<file path="src/rtl/mv_pkg.sv">
`default_nettype none
// ============================================================================
// Package    : mv_pkg
// Purpose    : Shared widths, job geometry and FSM state encoding for the
//              4x4 matrix x 4x1 vector sequencer.
// Contents   : DW       - signed element width
//              OW       - signed dot-product result width
//              ROWS     - matrix rows per job
//              LAST_ROW - row index of the final row in a job
//              mv_state_t - sequencer state enum
// Revision   : 1.0 - initial release
// ============================================================================
package mv_pkg;

  localparam int DW   = 5;
  localparam int OW   = 12;
  localparam int ROWS = 4;

  localparam logic [1:0] LAST_ROW = 2'(ROWS - 1);

  typedef enum logic [2:0] {
    IDLE     = 3'd0,
    LOAD_B   = 3'd1,
    LOAD_ROW = 3'd2,
    CALC     = 3'd3,
    EMIT     = 3'd4
  } mv_state_t;

endpackage : mv_pkg
`default_nettype wire

</file>
<file path="src/rtl/Mul2vector4x1.sv">
`default_nettype none
// ============================================================================
// Module     : Mul2vector4x1
// Purpose    : Combinational signed dot product of two 4-element vectors,
//              Y = A0*B0 + A1*B1 + A2*B2 + A3*B3.
// Ports      : A0..A3 in  DW  signed elements of vector A
//              B0..B3 in  DW  signed elements of vector B
//              Y      out OW  signed dot product
// Revision   : 1.0 - initial release
// ============================================================================
module Mul2vector4x1 #(
  parameter int DW = 5,
  parameter int OW = 12
) (
  input  logic signed [DW-1:0] A0,
  input  logic signed [DW-1:0] A1,
  input  logic signed [DW-1:0] A2,
  input  logic signed [DW-1:0] A3,
  input  logic signed [DW-1:0] B0,
  input  logic signed [DW-1:0] B1,
  input  logic signed [DW-1:0] B2,
  input  logic signed [DW-1:0] B3,
  output logic signed [OW-1:0] Y
);

  // Operands are widened to the result width before multiplying. With
  // DW=5 / OW=12 every product and the full sum fit, so the truncation to
  // OW bits never discards significant bits.
  function automatic logic signed [OW-1:0] sx(input logic signed [DW-1:0] v);
    return {{(OW-DW){v[DW-1]}}, v};
  endfunction

  assign Y = sx(A0) * sx(B0) + sx(A1) * sx(B1)
           + sx(A2) * sx(B2) + sx(A3) * sx(B3);

endmodule : Mul2vector4x1
`default_nettype wire

</file>
<file path="src/rtl/mat4x4_vec_seq.sv">
`default_nettype none
// ============================================================================
// Module     : mat4x4_vec_seq
// Purpose    : Computes a 4x4 signed matrix times a 4x1 signed vector by
//              time-sharing a single Mul2vector4x1 dot-product unit. The
//              vector arrives first, then the rows one at a time; each row
//              produces one result on the output stream.
// Ports      : clk        in   clock, rising edge
//              rst        in   asynchronous active-high reset
//              start      in   begin a job (sampled only in IDLE)
//              in_valid   in   input beat valid
//              in_ready   out  input beat accepted when valid && ready
//              in_data    in   4 packed signed elements, element 0 in LSBs
//              res_valid  out  result valid
//              res_ready  in   consumer accepts the result
//              res_data   out  signed dot product of the current row
//              res_idx    out  row index of res_data
//              busy       out  high whenever not IDLE
//              done       out  one-cycle pulse on return to IDLE after a job
// Revision   : 1.0 - initial release
// ============================================================================
module mat4x4_vec_seq
  import mv_pkg::*;
(
  input  logic            clk,
  input  logic            rst,
  input  logic            start,
  input  logic            in_valid,
  output logic            in_ready,
  input  logic [4*DW-1:0] in_data,
  output logic            res_valid,
  input  logic            res_ready,
  output logic [OW-1:0]   res_data,
  output logic [1:0]      res_idx,
  output logic            busy,
  output logic            done
);

  mv_state_t state;
  mv_state_t next_state;

  logic [1:0]      row_cnt;
  logic [4*DW-1:0] a_reg;
  logic [4*DW-1:0] b_reg;
  logic [OW-1:0]   dot;

  // Datapath strobes decoded by the FSM
  logic load_b;
  logic load_a;
  logic capture;
  logic row_clr;
  logic row_inc;
  logic last_accept;

  // --------------------------------------------------------------------------
  // Dot-product unit: operands come only from the A/B registers
  // --------------------------------------------------------------------------
  Mul2vector4x1 #(
    .DW (DW),
    .OW (OW)
  ) u_dot (
    .A0 (a_reg[0*DW +: DW]),
    .A1 (a_reg[1*DW +: DW]),
    .A2 (a_reg[2*DW +: DW]),
    .A3 (a_reg[3*DW +: DW]),
    .B0 (b_reg[0*DW +: DW]),
    .B1 (b_reg[1*DW +: DW]),
    .B2 (b_reg[2*DW +: DW]),
    .B3 (b_reg[3*DW +: DW]),
    .Y  (dot)
  );

  // --------------------------------------------------------------------------
  // FSM state register
  // --------------------------------------------------------------------------
  always_ff @(posedge clk or posedge rst) begin
    if (rst) begin
      state <= IDLE;
    end else begin
      state <= next_state;
    end
  end

  // --------------------------------------------------------------------------
  // FSM next-state and outputs. in_ready and res_valid are decoded from
  // disjoint states, so they can never be high together, and reset drives
  // them low immediately.
  // --------------------------------------------------------------------------
  always_comb begin
    next_state  = state;
    in_ready    = 1'b0;
    res_valid   = 1'b0;
    busy        = (state != IDLE);
    load_b      = 1'b0;
    load_a      = 1'b0;
    capture     = 1'b0;
    row_clr     = 1'b0;
    row_inc     = 1'b0;
    last_accept = 1'b0;

    case (state)
      IDLE: begin
        if (start) begin
          row_clr    = 1'b1;
          next_state = LOAD_B;
        end
      end

      LOAD_B: begin
        in_ready = 1'b1;
        if (in_valid) begin
          load_b     = 1'b1;
          next_state = LOAD_ROW;
        end
      end

      LOAD_ROW: begin
        in_ready = 1'b1;
        if (in_valid) begin
          load_a     = 1'b1;
          next_state = CALC;
        end
      end

      CALC: begin
        capture    = 1'b1;
        next_state = EMIT;
      end

      EMIT: begin
        res_valid = 1'b1;
        if (res_ready) begin
          if (row_cnt == LAST_ROW) begin
            last_accept = 1'b1;
            next_state  = IDLE;
          end else begin
            row_inc    = 1'b1;
            next_state = LOAD_ROW;
          end
        end
      end

      default: begin
        next_state = IDLE;
      end
    endcase
  end

  // --------------------------------------------------------------------------
  // Operand, row counter and result registers
  // --------------------------------------------------------------------------
  always_ff @(posedge clk or posedge rst) begin
    if (rst) begin
      row_cnt  <= '0;
      a_reg    <= '0;
      b_reg    <= '0;
      res_data <= '0;
      res_idx  <= '0;
      done     <= 1'b0;
    end else begin
      // done is registered so it is high exactly in the first IDLE cycle
      done <= last_accept;

      if (row_clr) begin
        row_cnt <= '0;
      end else if (row_inc) begin
        row_cnt <= row_cnt + 2'd1;
      end

      if (load_b) begin
        b_reg <= in_data;
      end
      if (load_a) begin
        a_reg <= in_data;
      end

      // res_data/res_idx only change in CALC, so they hold through EMIT
      if (capture) begin
        res_data <= dot;
        res_idx  <= row_cnt;
      end
    end
  end

endmodule : mat4x4_vec_seq
`default_nettype wire

</file>
<file path="config.mk">
export PLATFORM = sky130hd
export DESIGN_NAME = mat4x4_vec_seq
export DESIGN_NICKNAME = d
export VERILOG_FILES = /design/src/rtl/mv_pkg.sv /design/src/rtl/Mul2vector4x1.sv /design/src/rtl/mat4x4_vec_seq.sv
export SDC_FILE = /design/constraint.sdc
export NUM_CORES = 1
export LEC_CHECK = 0
export CAP_MARGIN = 5
export CORE_UTILIZATION = 59
export CTS_BUF_LIST = sky130_fd_sc_hd__clkbuf_4 sky130_fd_sc_hd__clkbuf_8
export DETAILED_ROUTE_END_ITERATION = 8
export DONT_BUFFER_PORTS = 1
export PLACE_DENSITY = 0.87
export SYNTH_ARGS = -nofsm -noshare
export SYNTH_HDL_FRONTEND = slang
export SYNTH_HIERARCHICAL = 1
export SYNTH_SLANG_ARGS = --single-unit
</file>
<file path="constraint.sdc">
create_clock -name clk -period 11.6 [get_ports clk]
set_clock_uncertainty 0.15 [all_clocks]
set_input_delay 2.9 -clock clk [delete_from_list [all_inputs] [get_ports clk]]
set_output_delay 2.9 -clock clk [all_outputs]
set_load 0.05 [all_outputs]
</file>
# After elaboration in Yosys (flattened, before gate mapping)
# Index checks and enable logic that the tools add are counted.
# word_totals
reg_bits	60
output_inout_bits	18
elab_cells	51
# op_classes
n_reduce_logical	5
addsub	4
muxes	22
multipliers	4
eq_ne	9
# op_table
op	count
5-bit by 5-bit multiplier with 10-bit output	4
12-bit adder	3
3-bit one-hot mux with 5 select lines	1
1-bit 2-to-1 mux	14
3-bit 2-to-1 mux	4
2-bit != test, second input constant	4
3-bit by 2-bit == test with 1-bit output, second input constant	2
2-bit 2-to-1 mux	3
4-bit AND reduction	1
3-bit by 1-bit == test with 1-bit output, second input constant	1
3-bit == test, second input constant	1
3-bit logical NOT	1
3-bit nonzero test	1
2-bit by 1-bit adder with 2-bit output, second input constant	1
2-bit == test, second input constant	1
2-bit nonzero test	1
2-bit OR reduction	1

# Logic depth before layout (Yosys ltp)
# Gate-level depths: netlist of the first run.
# depth
depth_word	6
mapped_depth	21
depth_no_buf	21

# Modules after synthesis
# The synthesis of the first run kept the hierarchy.
# modules_own_cells
mod	cells_each	area_each_um2	instances
Mul2vector4x1	502	4799.6	1
mat4x4_vec_seq	153	2472.4	1

# Least setup slack after synthesis of the first run
# No wires, ideal clock.
# synth_path
path_type	register to register
start	reg a_reg[9]
end	reg res_data[11]
stages_incl_launch_ff	20
slack_ns	5.897
t_required_ns	11.325
arrival_time_ns	5.429
setup_ns	0.125
synth_period_minus_slack_ns	5.703
path_cell_list	dfrtp_1 -> and2_1 -> inv_1 -> fa_1 -> inv_1 -> fa_1 -> fa_1 -> fa_1 -> fa_1 -> fa_1 -> inv_1 -> fa_1 -> inv_1 -> ha_1 -> o21ai_0 -> nand2_1 -> a31oi_1 -> o21ai_0 -> xnor2_1 -> mux2_2
# synth_between
elab_chain_cells	4
# synth_rtl
item	line_no	source
from (decl)	mat4x4_vec_seq.sv:43	logic [4*DW-1:0] a_reg;
from (signal assigned)	mat4x4_vec_seq.sv:174	a_reg <= in_data;
5-bit by 5-bit multiplier with 10-bit output	Mul2vector4x1.sv:33	assign Y = sx(A0) * sx(B0) + sx(A1) * sx(B1)
12-bit adder	Mul2vector4x1.sv:33	
12-bit adder (2 in series)	Mul2vector4x1.sv:34	+ sx(A2) * sx(B2) + sx(A3) * sx(B3);
via dot[11]	mat4x4_vec_seq.sv:45	logic [OW-1:0] dot;
to (signal assigned)	mat4x4_vec_seq.sv:179	res_data <= dot;
to (decl)	mat4x4_vec_seq.sv:33	output logic [OW-1:0] res_data,
# The timed path passes the listed nets, and every way through them passes these cells.
# A chain may end at the register's enable or synchronous reset.

# Worst setup path after layout of the first run
# Ends and elaborated chain as after synthesis.

==> results of run 1 <==
-- cell families after synthesis --
kind of cell / synth area share [%]
XOR/XNOR: 2.77
AND/OR/NAND/NOR: 10.0
flip-flops: 20.6
buffers and inverters: 9.50
AO/OA/AOI/OAI: 1.98
adder cells (fa/ha/maj): 45.5
multiplexers: 9.53
-- cells in the final DEF, fill, tap and decap left out, types with 3 or more instances in the layout --
| cell | n |
|---|---|
| clkbuf_8 | 12 |
| nor2_1 | 9 |
| xor2_1 | 3 |
| nor3_1 | 3 |
| inv_1 | 160 |
| nor2b_1 | 10 |
| dfrtp_1 | 60 |
| mux2_2 | 34 |
| and2_1 | 44 |
| a21oi_1 | 4 |
| xnor2_1 | 20 |
| ha_1 | 55 |
| nand2_1 | 45 |
| o21ai_0 | 10 |
| mux2_4 | 20 |
| fa_1 | 131 |
| nand2b_1 | 9 |
| nand3_1 | 5 |
-- through the flow --
step / instances / setup slack (ns) / utilization, % / hold WS (ns)
final: 809 / 5.42 / 63.4 / 0.441
after detailed placement: 793 / 5.53 / 61.4 / 0.426
after global placement: 793 / 5.67 / 61.4 / 0.401
after CTS: 809 / 5.46 / 63.4 / 0.442
after floorplan: 655 / 5.90 / - / 0.378
after global routing: 809 / 5.17 / 63.4 / 0.464
-- layer usage --
metal  track usage (%)  share of wire [%]  vias up
li1                  -                  -     1972
met1              30.3                 38     2347
met2              44.2                 53      139
met3              4.66                4.9       57
met4              13.0                4.3        0
met5                 0                  0        -
-- cell type report --
class                      count  share of cell area, %
multi-input combinational    424                   66.7
sequential                    60                   19.7
inverter                     161                   7.94
tap                          147                   2.42
clock buffer                  12                   2.17
clock inverter                 4                  0.920
timing repair buffer           1                 0.0986
-- worst max-delay path, cell delays in order, from the launching register on --
cell	delay, ns
dfrtp_1	0.43
and2_1	0.28
inv_1	0.16
fa_1	0.55
inv_1	0.07
fa_1	0.56
fa_1	0.43
fa_1	0.52
fa_1	0.43
fa_1	0.50
inv_1	0.05
fa_1	0.49
inv_1	0.04
ha_1	0.21
nor3_1	0.18
o211ai_1	0.15
a31oi_1	0.28
o21ai_0	0.17
xnor2_1	0.14
mux2_2	0.27
-- final timing paths --
| kind | startpoint | end | slack [ns] |
|---|---|---|---|
| worst min register to register | row_cnt[1]$_DFFE_PP0P_ | row_cnt[1]$_DFFE_PP0P_ | 0.44 |
| worst max register to register | a_reg[9]$_DFFE_PP0P_ | res_data[11]$_DFFE_PP0N_ | 5.42 |
| worst max-delay path | a_reg[9]$_DFFE_PP0P_ | res_data[11]$_DFFE_PP0N_ | 5.42 |
| worst min-delay path | row_cnt[1]$_DFFE_PP0P_ | row_cnt[1]$_DFFE_PP0P_ | 0.44 |
| min in group asynchronous | rst | res_data[0]$_DFFE_PP0N_ | 2.49 |
| max in group asynchronous | rst | a_reg[14]$_DFFE_PP0P_ | 8.31 |
==> impl_metrics.ini, run 1 <==
[run_status]
status = finished, final reports clean

[grt]
grt_pass1_vias = 5179
antenna_found_initial = 0
grt_max_degree = 61
grt_overflow = 0
grt_pass1_wl_um = 24700
track_usage_pct = 25.4

[sta]
hold_viol = 0
rsz0062_at_grt = false
fmax_ghz = 0.162
setup_viol_count_final = 0
layout_min_cycle_time_ns = 6.18
slew_headroom_pct = 41.1
tightest_slew_ns = 0.881
slew_viol_final = 0
setup_tns_ns = 0
min_period_over_period_pct = 53.3

[synthesis]
synth_enable_flop_cells = 0
synth.avg_cell_area_um2 = 11.1
netlist_top_cells_area = fa_1 (36%), dfrtp_1 (21%), ha_1 (9.5%)
yosys.cell_types.count = 39
yosysTopAreaCell = fa_1
synth_most_common_cell = inv_1
yosys-top-cells-count = inv_1 (161), fa_1 (131), dfrtp_1 (60)
syn-num-nets = 866
ys_ff_latch = 60
synthArstFlopShare_pct = 100
synth_top_area_share_pct = 36.1
yosys_warnings = 6
ys_seq_area_share_pct = 20.6
synth_area_um2 = 7270
synth_flop_cell = dfrtp_1
syn_inst = 655

[finish]
ff_latch_area_um2 = 1500
drive_gt1_share_pct = 11.8
num-nets-final = 868
syn2layout_area_growth_pct = 4.68
multi_input_area_um2 = 5080
design_area_um2 = 7610
num_antenna_cells = 0
nFillCells = 868

[hold_path]
hold_depth = 2
hold_path_class = reg -> reg

[route]
vias = 4515
wl_per_cell_um = 18.0
ant_nets = 0
viasPerCell = 5.58
first_pass_iters = 5
drt_iter0_markers = 275
drc = 0
wl_um = 14500

[cts]
cts_tree = built
post-cts-setup-buffers = 0
cts_resized = 0
clockBufferDepth = 2
clock_latency_ns = 0.35
clkTransAtPathRegs_ns = 0.07
cts_buffers = 9
root_buffer = clkbuf_8
hold_buffers = 0
htree_levels = 3
clkSinkCount = 60

[setup_path]
worst-path-max-fanout = 6
critPathCaptureType = flop
crit_type = reg -> reg
r2r_cells = 19
arrival_ns = 6.27
cp-start-kind = flop
required_ns = 11.69

[place]
dpl_cell_area_um2 = 7380
place_congestion = 0.912
io_buffers = 0
post-dp-hpwl_um = 11500

[floorplan]
initial_core_util_pct = 60.5
dieHeight_um = 113
io_pins = 43
die_w_um = 113
dieArea_um2 = 12800
coreArea_um2 = 12000
num_rows = 40

[job]
maxCapViolations = 0
Power of run 1 is left out: the tool's default activity adds up to more than one toggle a clock period on the data nets, which glitch-free logic cannot reach.
==> run 2, diff against run 1 <==
PLACE_DENSITY = 0.9   (was 0.87)
clock period = 5.61 ns   (was 11.6 ns; I/O delays follow)
==> impl_metrics.ini, run 2 (synthesized netlist as in run 1, its figures left out) <==
[grt]
antenna_found_initial = 0
grt_pass1_vias = 6127
track_usage_pct = 32.9
grt_max_degree = 53
grt_pass1_wl_um = 31100
grt_overflow = 0

[setup_path]
crit_type = reg -> reg
reg2reg_setup_slack_ns = -0.51
cp-start-kind = flop
critPathCaptureType = flop
worst-path-max-fanout = 4
required_ns = 5.71
arrival_ns = 6.21

[sta]
slew_headroom_pct = 38.7
min_period_over_period_pct = 109
layout_min_cycle_time_ns = 6.12
setup_tns_ns = -2.73
layout_setup_ws_ns = -0.507
hold_viol = 0
slew_viol_final = 0
tightest_slew_ns = 0.917
fmax_ghz = 0.163
whs_ns = 0.447
rsz0062_at_grt = true
setup_viol_count_final = 7

[floorplan]
dieHeight_um = 113
coreArea_um2 = 12000
num_rows = 40
io_pins = 43
dieArea_um2 = 12800
initial_core_util_pct = 60.5
die_w_um = 113

[route]
dr.max_layer_used = met4
drc = 0
viasPerCell = 6.07
first_pass_iters = 5
drt_iter0_markers = 584
wl_met1_um = 7040
ant_nets = 0
wl_met2_um = 10500
wl_um = 21300
wl_per_cell_um = 24.0
vias = 5394
met3_length_um = 1880

[finish]
layout_commonest_cell = inv_1
ff_latch_area_um2 = 1520
multi_input_area_um2 = 5370
syn2layout_area_growth_pct = 17.6
drive_gt1_share_pct = 30.4
num_antenna_cells = 0
mostFrequentLayoutCells = inv_1 (153), fa_1 (122), buf_4 (72), dfrtp_1 (49), ha_1 (46)
nFillCells = 681
num-nets-final = 947

[place]
dp_slack_ns = -0.353
io_buffers = 0
post-dp-hpwl_um = 12600
place_congestion = 0.910

[cts]
clock_latency_ns = 0.38
htree_levels = 3
clkTransAtPathRegs_ns = 0.09
clockBufferDepth = 2
clkSinkCount = 60
cts_tree = built
cts_buffers = 9
root_buffer = clkbuf_8

[run_status]
status = complete, but fails checks
violations = negative setup slack

[job]
maxCapViolations = 0

[hold_path]
hold_path_class = reg -> reg
==> run 2: changes by cell type in the layout (fill, tap and decap cells not counted), sizes merged <==
cell	previous run	this run
buf	1	80
==> run 2: worst paths after layout <==
check                                                to  depth (start not counted)                   start
worst max-delay path            res_data[8]$_DFFE_PP0N_                         19   b_reg[10]$_DFFE_PP0P_
worst min-delay path             row_cnt[0]$_DFFE_PP0P_                          2  row_cnt[0]$_DFFE_PP0P_
worst max register to register  res_data[8]$_DFFE_PP0N_                         19   b_reg[10]$_DFFE_PP0P_
worst min register to register   row_cnt[0]$_DFFE_PP0P_                          2  row_cnt[0]$_DFFE_PP0P_
max in group asynchronous         b_reg[11]$_DFFE_PP0P_                          2                     rst
min in group asynchronous       res_data[1]$_DFFE_PP0N_                          1                     rst
==> run 2: metrics by stage <==
step                utilization, %  area [um^2]  cells
global route                  71.2         8550    888
global placement              65.1         7820    852
CTS                           69.4         8330    878
detailed placement            65.1         7820    852
floorplan                        -         7280    655
finish                        71.2         8550    888
==> run 2: routing by layer <==
metal / vias up / global-route usage [%]
met3: 165 / 8.52
met1: 2709 / 36.3
met5: - / 0
met2: 395 / 56.1
met4: 0 / 22.0
li1: 2125 / -
==> run 2: layout make-up <==
cell class              count  area share (%)
flip-flops and latches     60            17.7
well taps                 147            2.15
multi-input cells         424            62.8
repair buffers             80            7.48
inverters                 161            7.07
clock inverters             4           0.819
clock buffers              12            1.93
==> run 2: what timing repair did <==
action	in CTS	in global routing
buffers inserted	11	10
hold buffers	0	0
pin swaps	22	23
resized for setup	53	37
endpoints found under the setup margin	7	7
==> run 2: critical path, stage by stage (launching register included) <==
cell and delay (ns):
dfrtp_1 0.44, and2_4 0.20, buf_6 0.12, fa_1 0.50, inv_1 0.06, fa_1 0.50, inv_1 0.08, fa_1 0.48
fa_1 0.58, fa_1 0.46, fa_1 0.48, fa_2 0.59, ha_4 0.23, buf_12 0.13, buf_4 0.13, o21ai_2 0.08
a21o_1 0.20, nand3_2 0.10, xor2_1 0.20, mux2_2 0.28
Power of run 2 is left out for the same reason.
==> run 3, diff against run 2 <==
CAP_MARGIN = default   (was 5)
CTS_CLUSTER_SIZE = 16   (was default)
SYNTH_HIERARCHICAL = default   (was 1)
==> impl_metrics.ini, run 3 <==
[finish]
num_antenna_cells = 0
mostFrequentLayoutCells = inv_1 (117), fa_1 (85), buf_4 (64), and2_1 (57)
drive_gt1_share_pct = 26.5
layout_commonest_cell = inv_1
final_util_pct = 72.0
syn2layout_area_growth_pct = 17.2
num-nets-final = 946

[sta]
hold_viol = 0
slew_viol_final = 0
layout_setup_ws_ns = -0.321
rsz0062_at_grt = true
whs_ns = 0.411
slew_headroom_pct = 41.1
setup_viol_count_final = 3
min_period_over_period_pct = 106
tightest_slew_ns = 0.881
setup_tns_ns = -0.593
fmax_ghz = 0.169
layout_min_cycle_time_ns = 5.93

[synthesis]
yosys_warnings = 0
synth_top_area_share_pct = 25.0
ys_seq_area_share_pct = 21.0
syn_inst = 690
synth_flop_cell = dfrtp_1
syn-num-nets = 876
yosysTopAreaCell = fa_1
yosys.cell_types.count = 43
synth_enable_flop_cells = 0
synthArstFlopShare_pct = 100
ys_ff_latch = 60
synth_area_um2 = 7130
yosys-top-cells-count = inv_1 (132), fa_1 (89), ha_1 (72)
synth_most_common_cell = inv_1
synth.avg_cell_area_um2 = 10.3
netlist_top_cells_area = fa_1 (25%), dfrtp_1 (21%), ha_1 (13%)

[place]
place_congestion = 0.868
post-dp-hpwl_um = 12400
io_buffers = 0

[setup_path]
slowest_stage = fa_2
arrival_ns = 6.03
path_cells = buf_4 > and2_1 > fa_1 > fa_1 > inv_1 > fa_1 > inv_2 > ha_4 > a211oi_2 > o21bai_1 > a21oi_1 > xnor2_1 > fa_2 > inv_2 > fa_1 > ha_4 > nand2_2 > o21a_1 > and3_1 > mux2i_1 > o311ai_1
critPathCaptureType = flop
crit_family = adder cells
r2r_cells = 21
worst-path-max-fanout = 5
crit_top_cell = fa_1
cp-start-kind = flop
required_ns = 5.71
crit_buf_inv = 4
crit_type = reg -> reg
worst-path-stages = 21
cpPeakStageDelay_ns = 0.61

[floorplan]
num_rows = 39
coreArea_um2 = 11600
initial_core_util_pct = 61.4
dieHeight_um = 112
die_w_um = 112
dieArea_um2 = 12500
io_pins = 43

[route]
wl_um = 19300
first_pass_iters = 9
viasPerCell = 6.00
wl_per_cell_um = 21.2
drc = 1
drt_iter0_markers = 344
vias = 5451
ant_nets = 0

[cts]
clock_latency_ns = 0.39
cts_tree = built
clockBufferDepth = 2
clkSinkCount = 60
root_buffer = clkbuf_8
hold_buffers = 0
cts_buffers = 9
clkTransAtPathRegs_ns = 0.10
htree_levels = 3

[grt]
grt_max_degree = 61
grt_pass1_wl_um = 29400
grt_pass1_vias = 6017
track_usage_pct = 30.6
antenna_found_initial = 0
grt_overflow = 0

[run_status]
violations = design-rule violations, negative setup slack
status = complete, but fails checks

[job]
maxCapViolations = 0

[hold_path]
hold_path_class = reg -> reg
hold_depth = 2
## run 3: cell types whose count changed after synthesis, moves of 17 or more
| cell | change |
|---|---|
| fa_1 | -42 |
| and2_1 | +19 |
| a21oi_1 | +19 |
| inv_1 | -29 |
| mux2_2 | -19 |
| ha_1 | +17 |
## run 3: layout make-up
cell class / instances / area (um^2)
multi-input combinational: 487 / 5370
fill: 716 / 3260
sequential: 60 / 1510
timing repair buffer: 70 / 548
inverter: 132 / 495
tap: 143 / 179
clock buffer: 12 / 159
clock inverter: 4 / 95.1
## run 3: path summary, 6_finish.rpt
path / start / end / slack (ns)
setup / recovery: b_reg[3]$_DFFE_PP0P_ / res_data[10]$_DFFE_PP0P_ / -0.32
hold / removal: row_cnt[0]$_DFFE_PP0P_ / res_idx[0]$_DFFE_PP0P_ / 0.41
hold reg to reg: row_cnt[0]$_DFFE_PP0P_ / res_idx[0]$_DFFE_PP0P_ / 0.41
max in group asynchronous: rst / a_reg[12]$_DFFE_PP0P_ / 3.76
min in group asynchronous: rst / b_reg[6]$_DFFE_PP0P_ / 0.95
setup reg to reg: b_reg[3]$_DFFE_PP0P_ / res_data[10]$_DFFE_PP0P_ / -0.32
## run 3: kinds of logic after synthesis
family,Yosys count,share of synthesized area [%]
xor gates and xnor gates,43,5.28
AOI/OAI and AO/OA,81,7.19
and+or+nand+nor,158,12.2
DFF,60,21.0
buffers and inverters,143,8.63
muxes,44,8.00
adders and majority gates,161,37.6
## run 3: per-stage QoR
step / std cells / setup WS [ns] / instance area (um^2)
finish: 908 / -0.321 / 8360
CTS: 900 / 0.00173 / 8120
floorplan: 690 / 0.00423 / 7150
global route: 908 / -0.381 / 8360
detailed placement: 873 / -0.457 / 7590
global placement: 873 / -0.0668 / 7590
## run 3: timing repair
action,CTS,global route
gates resized for setup,48,38
cloned,0,0
setup buffers,11,8
pin swaps,39,53
endpoints found under the setup margin,4,5
## run 3: worst reg2reg max path: cells and delay by family, from the launching register on
kind,cells,cell delay [ns]
compound gates,5,0.97
xor+xnor,1,0.16
fa+ha+maj,7,3.15
buf+inv,4,0.34
flops,1,0.46
mux,1,0.18
simple gates,3,0.37
## run 3: per-layer routing
| metal | wire, um | global-route usage (%) |
|---|---|---|
| met1 | 7050 | 35.5 |
| met2 | 9530 | 52.4 |
| met3 | 1440 | 6.91 |
| met4 | 1260 | 17.2 |
| met5 | 0 | 0 |
Power of run 3 is left out for the same reason.
